===== src/rtl/seg_pkg.sv =====
// Shared constants and the BCD-to-segment table for the seven-segment scan driver.
package seg_pkg;

    localparam logic [7:0] SEG_BLANK     = 8'hFF;
    localparam logic [3:0] DIGIT_BLANK   = 4'hF;
    localparam logic [2:0] POS_FRAME_END = 3'd6;

    // Active-low {dp,g,f,e,d,c,b,a}; entry 0 is leftmost. Codes A..F are blank.
    localparam logic [0:15][7:0] SEG_TABLE = {
        8'hC0, 8'hF9, 8'hA4, 8'hB0, 8'h99, 8'h92, 8'h82, 8'hF8,
        8'h80, 8'h90, 8'hFF, 8'hFF, 8'hFF, 8'hFF, 8'hFF, 8'hFF
    };

    function automatic logic [7:0] bcd_to_seg(input logic [3:0] digit);
        return SEG_TABLE[digit];
    endfunction

endpackage


===== src/rtl/seg_bcd_decode.sv =====
// Combinational 4-bit digit to active-low seven-segment pattern (dp always off).
module seg_bcd_decode
    import seg_pkg::*;
(
    input  logic [3:0] digit,
    output logic [7:0] seg
);

    always_comb begin
        seg = bcd_to_seg(digit);
    end

endmodule


===== src/rtl/seg_scan_driver.sv =====
// Frame-capturing, time-multiplexed driver for a common-anode seven-segment panel.
// Optional macro SEG_LEAD_ZERO_BLANK_EN blanks a leading zero on digit 0.
module seg_scan_driver
    import seg_pkg::*;
#(
    parameter int NUM_DIGITS   = 6,
    parameter int SCAN_DIV     = 50000,
    parameter int BLANK_CYCLES = 16
) (
    input  logic                  clk,
    input  logic                  rst,
    input  logic [2:0]            pos,
    input  logic [3:0]            num,
    output logic [7:0]            seg,
    output logic [NUM_DIGITS-1:0] seg_pos,
    output logic                  frame_valid
);

    localparam int PRESC_W = (SCAN_DIV > 1) ? $clog2(SCAN_DIV) : 1;
    localparam int IDX_W   = (NUM_DIGITS > 1) ? $clog2(NUM_DIGITS) : 1;
    localparam logic [PRESC_W-1:0] PRESC_LAST = PRESC_W'(SCAN_DIV - 1);
    localparam logic [PRESC_W-1:0] PRESC_LIT  = PRESC_W'(BLANK_CYCLES);
    localparam logic [IDX_W-1:0]   IDX_LAST   = IDX_W'(NUM_DIGITS - 1);

    logic [NUM_DIGITS-1:0][3:0] display_bus;
    logic                       commit;

    assign commit = (pos == POS_FRAME_END);

    // Each digit owns a shadow/display pair; a frame-end marker copies all shadows at once.
    genvar gi;
    generate
        for (gi = 0; gi < NUM_DIGITS; gi++) begin : gen_digit
            logic [3:0] shadow_q, shadow_d;
            logic [3:0] display_q, display_d;

            always_comb begin
                shadow_d  = shadow_q;
                display_d = display_q;
                if (pos == 3'(gi)) begin
                    shadow_d = num;
                end
                if (commit) begin
                    display_d = shadow_q;
                end
            end

            always_ff @(posedge clk) begin
                if (rst) begin
                    shadow_q  <= DIGIT_BLANK;
                    display_q <= DIGIT_BLANK;
                end else begin
                    shadow_q  <= shadow_d;
                    display_q <= display_d;
                end
            end

            assign display_bus[gi] = display_q;
        end
    endgenerate

    logic [PRESC_W-1:0]    presc_q, presc_d;
    logic [IDX_W-1:0]      idx_q, idx_d;
    logic [7:0]            seg_q, seg_d;
    logic [NUM_DIGITS-1:0] seg_pos_q, seg_pos_d;
    logic                  frame_valid_q, frame_valid_d;
    logic [3:0]            digit_sel;
    logic [7:0]            dec_seg;

    always_comb begin
        presc_d = presc_q + PRESC_W'(1);
        idx_d   = idx_q;
        if (presc_q == PRESC_LAST) begin
            presc_d = '0;
            idx_d   = (idx_q == IDX_LAST) ? '0 : idx_q + IDX_W'(1);
        end
    end

    assign digit_sel = display_bus[idx_q];

    seg_bcd_decode u_decode (
        .digit (digit_sel),
        .seg   (dec_seg)
    );

    // The first BLANK_CYCLES of each slot keep every anode off to hide ghosting.
    always_comb begin
        seg_d         = SEG_BLANK;
        seg_pos_d     = '1;
        frame_valid_d = frame_valid_q | commit;
        if (presc_q >= PRESC_LIT) begin
            seg_pos_d = ~(NUM_DIGITS'(1) << idx_q);
            seg_d     = dec_seg;
`ifdef SEG_LEAD_ZERO_BLANK_EN
            if ((idx_q == '0) && (digit_sel == 4'd0)) begin
                seg_d = SEG_BLANK;
            end
`endif
        end
    end

    always_ff @(posedge clk) begin
        if (rst) begin
            presc_q       <= '0;
            idx_q         <= '0;
            seg_q         <= SEG_BLANK;
            seg_pos_q     <= '1;
            frame_valid_q <= 1'b0;
        end else begin
            presc_q       <= presc_d;
            idx_q         <= idx_d;
            seg_q         <= seg_d;
            seg_pos_q     <= seg_pos_d;
            frame_valid_q <= frame_valid_d;
        end
    end

    assign seg         = seg_q;
    assign seg_pos     = seg_pos_q;
    assign frame_valid = frame_valid_q;

endmodule


===== config.mk =====
export PLATFORM = sky130hd
export DESIGN_NAME = seg_scan_driver
export DESIGN_NICKNAME = d
export VERILOG_FILES = /design/src/rtl/seg_pkg.sv /design/src/rtl/seg_bcd_decode.sv /design/src/rtl/seg_scan_driver.sv
export SDC_FILE = /design/constraint.sdc
export NUM_CORES = 1
export LEC_CHECK = 0
export CORE_ASPECT_RATIO = 1.2
export CORE_UTILIZATION = 40
export DETAILED_ROUTE_END_ITERATION = 10
export GPL_ROUTABILITY_DRIVEN = 0
export GPL_TIMING_DRIVEN = 0
export PLACE_DENSITY = 0.63
export SLEW_MARGIN = 0
export SYNTH_ARGS = -nofsm -noshare
export SYNTH_HDL_FRONTEND = slang
export SYNTH_SLANG_ARGS = --single-unit

===== constraint.sdc =====
create_clock -name clk -period 2.05 [get_ports clk]
set_clock_uncertainty 0.2 [all_clocks]
set_input_delay 0.3075 -clock clk [delete_from_list [all_inputs] [get_ports clk]]
set_output_delay 0.3075 -clock clk [all_outputs]
set_load 0.01 [all_outputs]

# == Yosys cells after proc, flatten, opt, wreduce, memory -nomap -nowiden ==
# Memories as Yosys holds them, arrays and structs flattened. A register that Yosys moved wholly into a read port is not among the register bits.
# Index checks and enable logic that the tools add are counted.
# totals
regBits,74
wordCells,40
output_inout_bits,15
mem_bits_ro,128
n_memories,1
in_bits,9
# classes
eq_ne,8
reduce_logical,3
bitwise,4
add_sub_neg,2
shifts,1
magnitude_cmp,2
n_mux,3
# memory_table
name,depth,word_bits,read_ports,rd_ports_with_merged_regs,write_ports,line_no,rtl
(no name shown),16,8,1,1,0,seg_pkg.sv:15,return SEG_TABLE[digit];
# op_table
operator,count
$add 16x1->16 const B,1
$eq 16x16->1 const B,1
$ge 16x5->1 const B,1
$bmux 4 s3,1
$eq 3x3->1 const B,4
$eq 3x2->1 const B,2
$not 6->6,1
$shl 1x3->6 const A,1
$not 4->5,1
$lt 3x4->1 const B,1
$mux 4,1
$reduce_or 2->1,2
$add 3x1->3 const B,1
$eq 3x1->1 const B,1
$logic_not 3->1,1
$mux 3,1
$not 1->1,1
$or 1x1->1,1

# == Depth between registers and ports, before layout ==
# logic_depth
word_depth,3
mapped_depth,8
mapped_depth_nobuf,7

# == Cells and area by module ==
# Synthesis repeated with hierarchy kept, for this count alone.
# unflattened
cells_unflattened,404
hier_area_um2,3470.8
# modules_own_cells
module,seq_area_each_um2,cells_per_inst,n_inst,area_per_inst_um2
seg_scan_driver,1641.6,371,1,3259.4
seg_bcd_decode,0.0,33,1,211.5

# == Worst setup path after synthesis ==
# OpenSTA, ideal clock, no wires.
# synth_path
path_kind,register to register
startpoint,reg idx_q[1]
endpoint,"reg seg_q[4], in the netlist seg[4]"
period_less_slack_ns,2.297
t_arrival_ns,2.018
stages_incl_launch_ff,8
required_time_ns,1.771
setup_ns,0.079
path_buffers,1
slack_ns,-0.247
cell_sequence,dfxtp_1 > buf_2 > mux2_2 > a21oi_1 > inv_1 > ha_1 > mux2_2 > o211ai_1
# synth_between
elab_chain_cells,3
# synth_rtl
item,line_no,rtl
from (decl),seg_scan_driver.sv:63,"logic [IDX_W-1:0] idx_q, idx_d;"
from (signal assigned),seg_scan_driver.sv:111,idx_q <= idx_d;
$bmux 4 s3,seg_scan_driver.sv:79,assign digit_sel = display_bus[idx_q];
$mux 4 (not written as such),seg_scan_driver.sv:79,
$not 4->5 (not written as such),seg_pkg.sv:15,
to (decl),seg_scan_driver.sv:64,"logic [7:0] seg_q, seg_d;"
# Every way passes these cells. The select of a mux whose other input is x is not followed.
# A chain may end at the register's enable or synchronous reset.

# == Final worst setup path ==
# Same ends and word-level chain as after synthesis.

==> results.toml <==
[critical_path]
crit_family = "multiplexers"
crit_arrival_ns = 2.15
crit_top_cell = "mux2_2"
slowest_stage = "dfxtp_4"
critPathBufInv = 2
r2r_cells = 7
reg2reg_to = "seg[4]"
endpoint_kind = "flip-flop"
cpPeakStageDelay_ns = 0.37
reg2reg_from = "idx_q[1]"
r2r_slack_ns = -0.02
cp-start-kind = "flip-flop"
path_max_fanout = 7
path_class = "flip-flop to flip-flop"
path_cells = "buf_6 > mux2_2 > a21oi_4 > inv_1 > ha_1 > mux2_2 > o211ai_1"
critPathRequiredTime_ns = 2.12

[floorplanning]
die_h_um = 103
pin_count = 24
coreArea_um2 = 8200
dieArea_um2 = 8930
rows = 36
die_w_um = 86.5
initial_core_util_pct = 41.8

[power]
combPwrFrac_pct = 7.0
seq_power_share_pct = 50.4
p_leak_uw = 0.00164
p_sw_uw = 746
swShare_pct = 22.7
p_per_area_nw_per_um2 = 780
ir_worst_vdd_uv = 321
internal_power_uw = 2540
power_frac_clock_pct = 42.6

[final_layout]
antenna_cells = 0
stdcell_count = 539
mostFrequentLayoutCells = "78 x dfxtp_1, 56 x nand2_1, 36 x nor2_1"
fin_util_pct = 51.4
syn_to_final_growth_pct = 23.1
drive_above_1_share_pct = 14.4
final_area_um2 = 4220
nNetsFinal = 437
final_common_cell = "dfxtp_1"

[logic_synthesis]
async_reset_ff_share_pct = 0
ys_warn_count = 0
yosysTopAreaCellShare_pct = 47.4
syn_area_per_cell_um2 = 9.08
synth_top_family_by_area = "simple AND/OR/NAND/NOR gates"
ys_types = 40
synthTopCellsByArea = "dfxtp_1 47%, nand2_1 6.1%, a211o_1 6.1%"
muxShareOfSynthArea_pct = 5.41
ys_ff_latch = 81
synth_top_flop_cell = "dfxtp_1"
seq_area_frac_synth_pct = 47.4
synth_nets = 394
yosys.area_share.simple_pct = 26.5
synth-edff-count = 0
syn_inst = 377
synthesis.area_um2 = 3420
synth_xor_area_share_pct = 3.84
synth_compound_area_share_pct = 9.58
synth_area_leader_cell = "dfxtp_1"
synth_adder_area_share_pct = 2.92

[clock_tree]
cts-root-buf = "clkbuf_8"
cts_hold_buffers = 0
clock-sinks = 81
numCtsBuffers = 9
htree_levels = 3
cts_tree = "done"
cts.reportedPaths.clkPinSlew_ns = 0.08
insertion_delay_ns = 0.35
cts.path.max_buffers = 2

[global_routing]
grt_pass1_wl_mm = 11.4
globalRouteOverflowTotal = 0
grt_busiest_layer = "met2"
grt_pass1_vias = 2413
grt_use_met3_pct = 2.86
grt_util_all_layers_pct = 16.7
antenna_found_initial = 0
grt_use_met1_pct = 19.9
grtUsageMet2_pct = 29.0
grt_max_degree = 15

[timing]
finalHoldViolCount = 0
max_freq_ghz = 0.483
setup_violations = 1
setup_ws_ns = -0.0210
min_period_ns = 2.07
setup_tns_ns = -0.0210
drv_slew = 0
max-slew-margin-rel_pct = 34.9
fin_crit_sh_pct = 101
rsz0062_at_grt = "yes"
max_slew.worst_pin.slew_ns = 0.975

[worst_hold_path]
hp-start = "gen_digit[5].shadow_q[0]"
hold_end = "gen_digit[5].shadow_q[0]"
min_path_cells = 1
hp-class = "flip-flop to flip-flop"

[flow_run]
maxCapViolations = 0

[detailed_routing]
detail_route.iter0.violations = 76
drc = 0
vias = 2557
drt-pass1-iter-count = 4
wl_per_cell_um = 12.6
ant_nets = 0
routed_via_density = 4.74
wl_mm = 6.80

[outcome]
violations = "setup timing"
outcome = "complete, but fails checks"

[placed_design]
portBuffers = 18
dpl.hpwl_mm = 4.74
placed_cell_area_um2 = 3760
place_inst = 509
post-place-ws_ns = -0.261
worst reg2reg max path, stage by stage, from the launching register on:
cell and delay [ns]:
dfxtp_4 0.37, buf_6 0.13, mux2_2 0.37, a21oi_4 0.18, inv_1 0.08, ha_1 0.22, mux2_2 0.27, o211ai_1 0.17
power groups by stage:
stage | sequential, µW | combinational [µW] | clock [µW]
after floorplan | 1680 | 163 | 0
after CTS | 1660 | 223 | 1440
after detailed placement | 1690 | 214 | 0
after global routing | 1670 | 259 | 1500
final | 1660 | 230 | 1400
after global placement | 1690 | 210 | 0
state kept, by name (all words and copies together) (netlist names):
signal,count
seg_pos,6
frame_valid,1
idx_q,3
gen_digit.shadow_q,24
presc_q,16
gen_digit.display_q,24
seg,7
per-stage QoR:
stage	hold WS, ns	power [µW]
2_1_floorplan	0.225	1850
3_3_place_gp	0.240	1900
3_5_place_dp	0.248	1910
4_1_cts	0.264	3320
5_1_grt	0.284	3420
6_report	0.267	3290
area by class of cell:
cell class                      count  area, µm²
Fill cell                         783       3980
Clock inverter                      7        119
Tap cell                          114        143
Sequential cell                    81       1630
Timing Repair Buffer               32        302
Clock buffer                        9        124
Inverter                           17       63.8
Multi-Input combinational cell    260       1730
Buffer                             19        103
layer usage:
layer / up-vias / share of wire [%]
met1: 1159 / 47
li1: 1354 / -
met4: 0 / 1.7
met5: - / 0
met2: 33 / 49
met3: 11 / 2.4
cells by family after synthesis:
logic type / count (synthesis)
buffers and inverters: 36
muxes: 18
xor gates and xnor gates: 15
other: 1
AOI/OAI and AO/OA: 44
DFF: 81
adders and majority gates: 8
and+or+nand+nor: 174
cell usage after synthesis, types with 2 or more instances:
master / count
clkbuf_1: 14
dfxtp_1: 81
ha_1: 8
mux2_2: 4
xor2_1: 4
nand3_1: 9
nor2b_1: 16
buf_2: 3
o21ai_0: 2
buf_4: 2
or3_1: 3
nor3_1: 8
nor3b_1: 3
inv_1: 17
nand2b_1: 3
xnor2_1: 11
o22ai_1: 3
nand2_1: 56
and3_1: 2
a21oi_1: 8
a31oi_1: 2
mux2i_1: 14
or4_4: 2
nand3b_1: 27
a211o_1: 24
nor2_1: 37
how the worst max path moves through the flow:
stage / startpoint / to / slack [ns] / depth (start not counted)
after floorplan: idx_q[1] / seg[4] / 0.01 / 7
after global placement: idx_q[0] / seg[4] / -0.24 / 8
after detailed placement: idx_q[0] / seg[4] / -0.26 / 8
after CTS: idx_q[2] / seg[3] / -0.000007 / 9
after global routing: idx_q[1] / seg[3] / -0.05 / 9
final: idx_q[1] / seg[4] / -0.02 / 7
repair_timing:
item,CTS,global route
resized for setup,12,13
setup buffers,5,9
hold endpoints to repair,0,0
pin swaps,1,4
endpoints found under the setup margin,7,18
No activity file was read; power rests on OpenSTA's default activity.
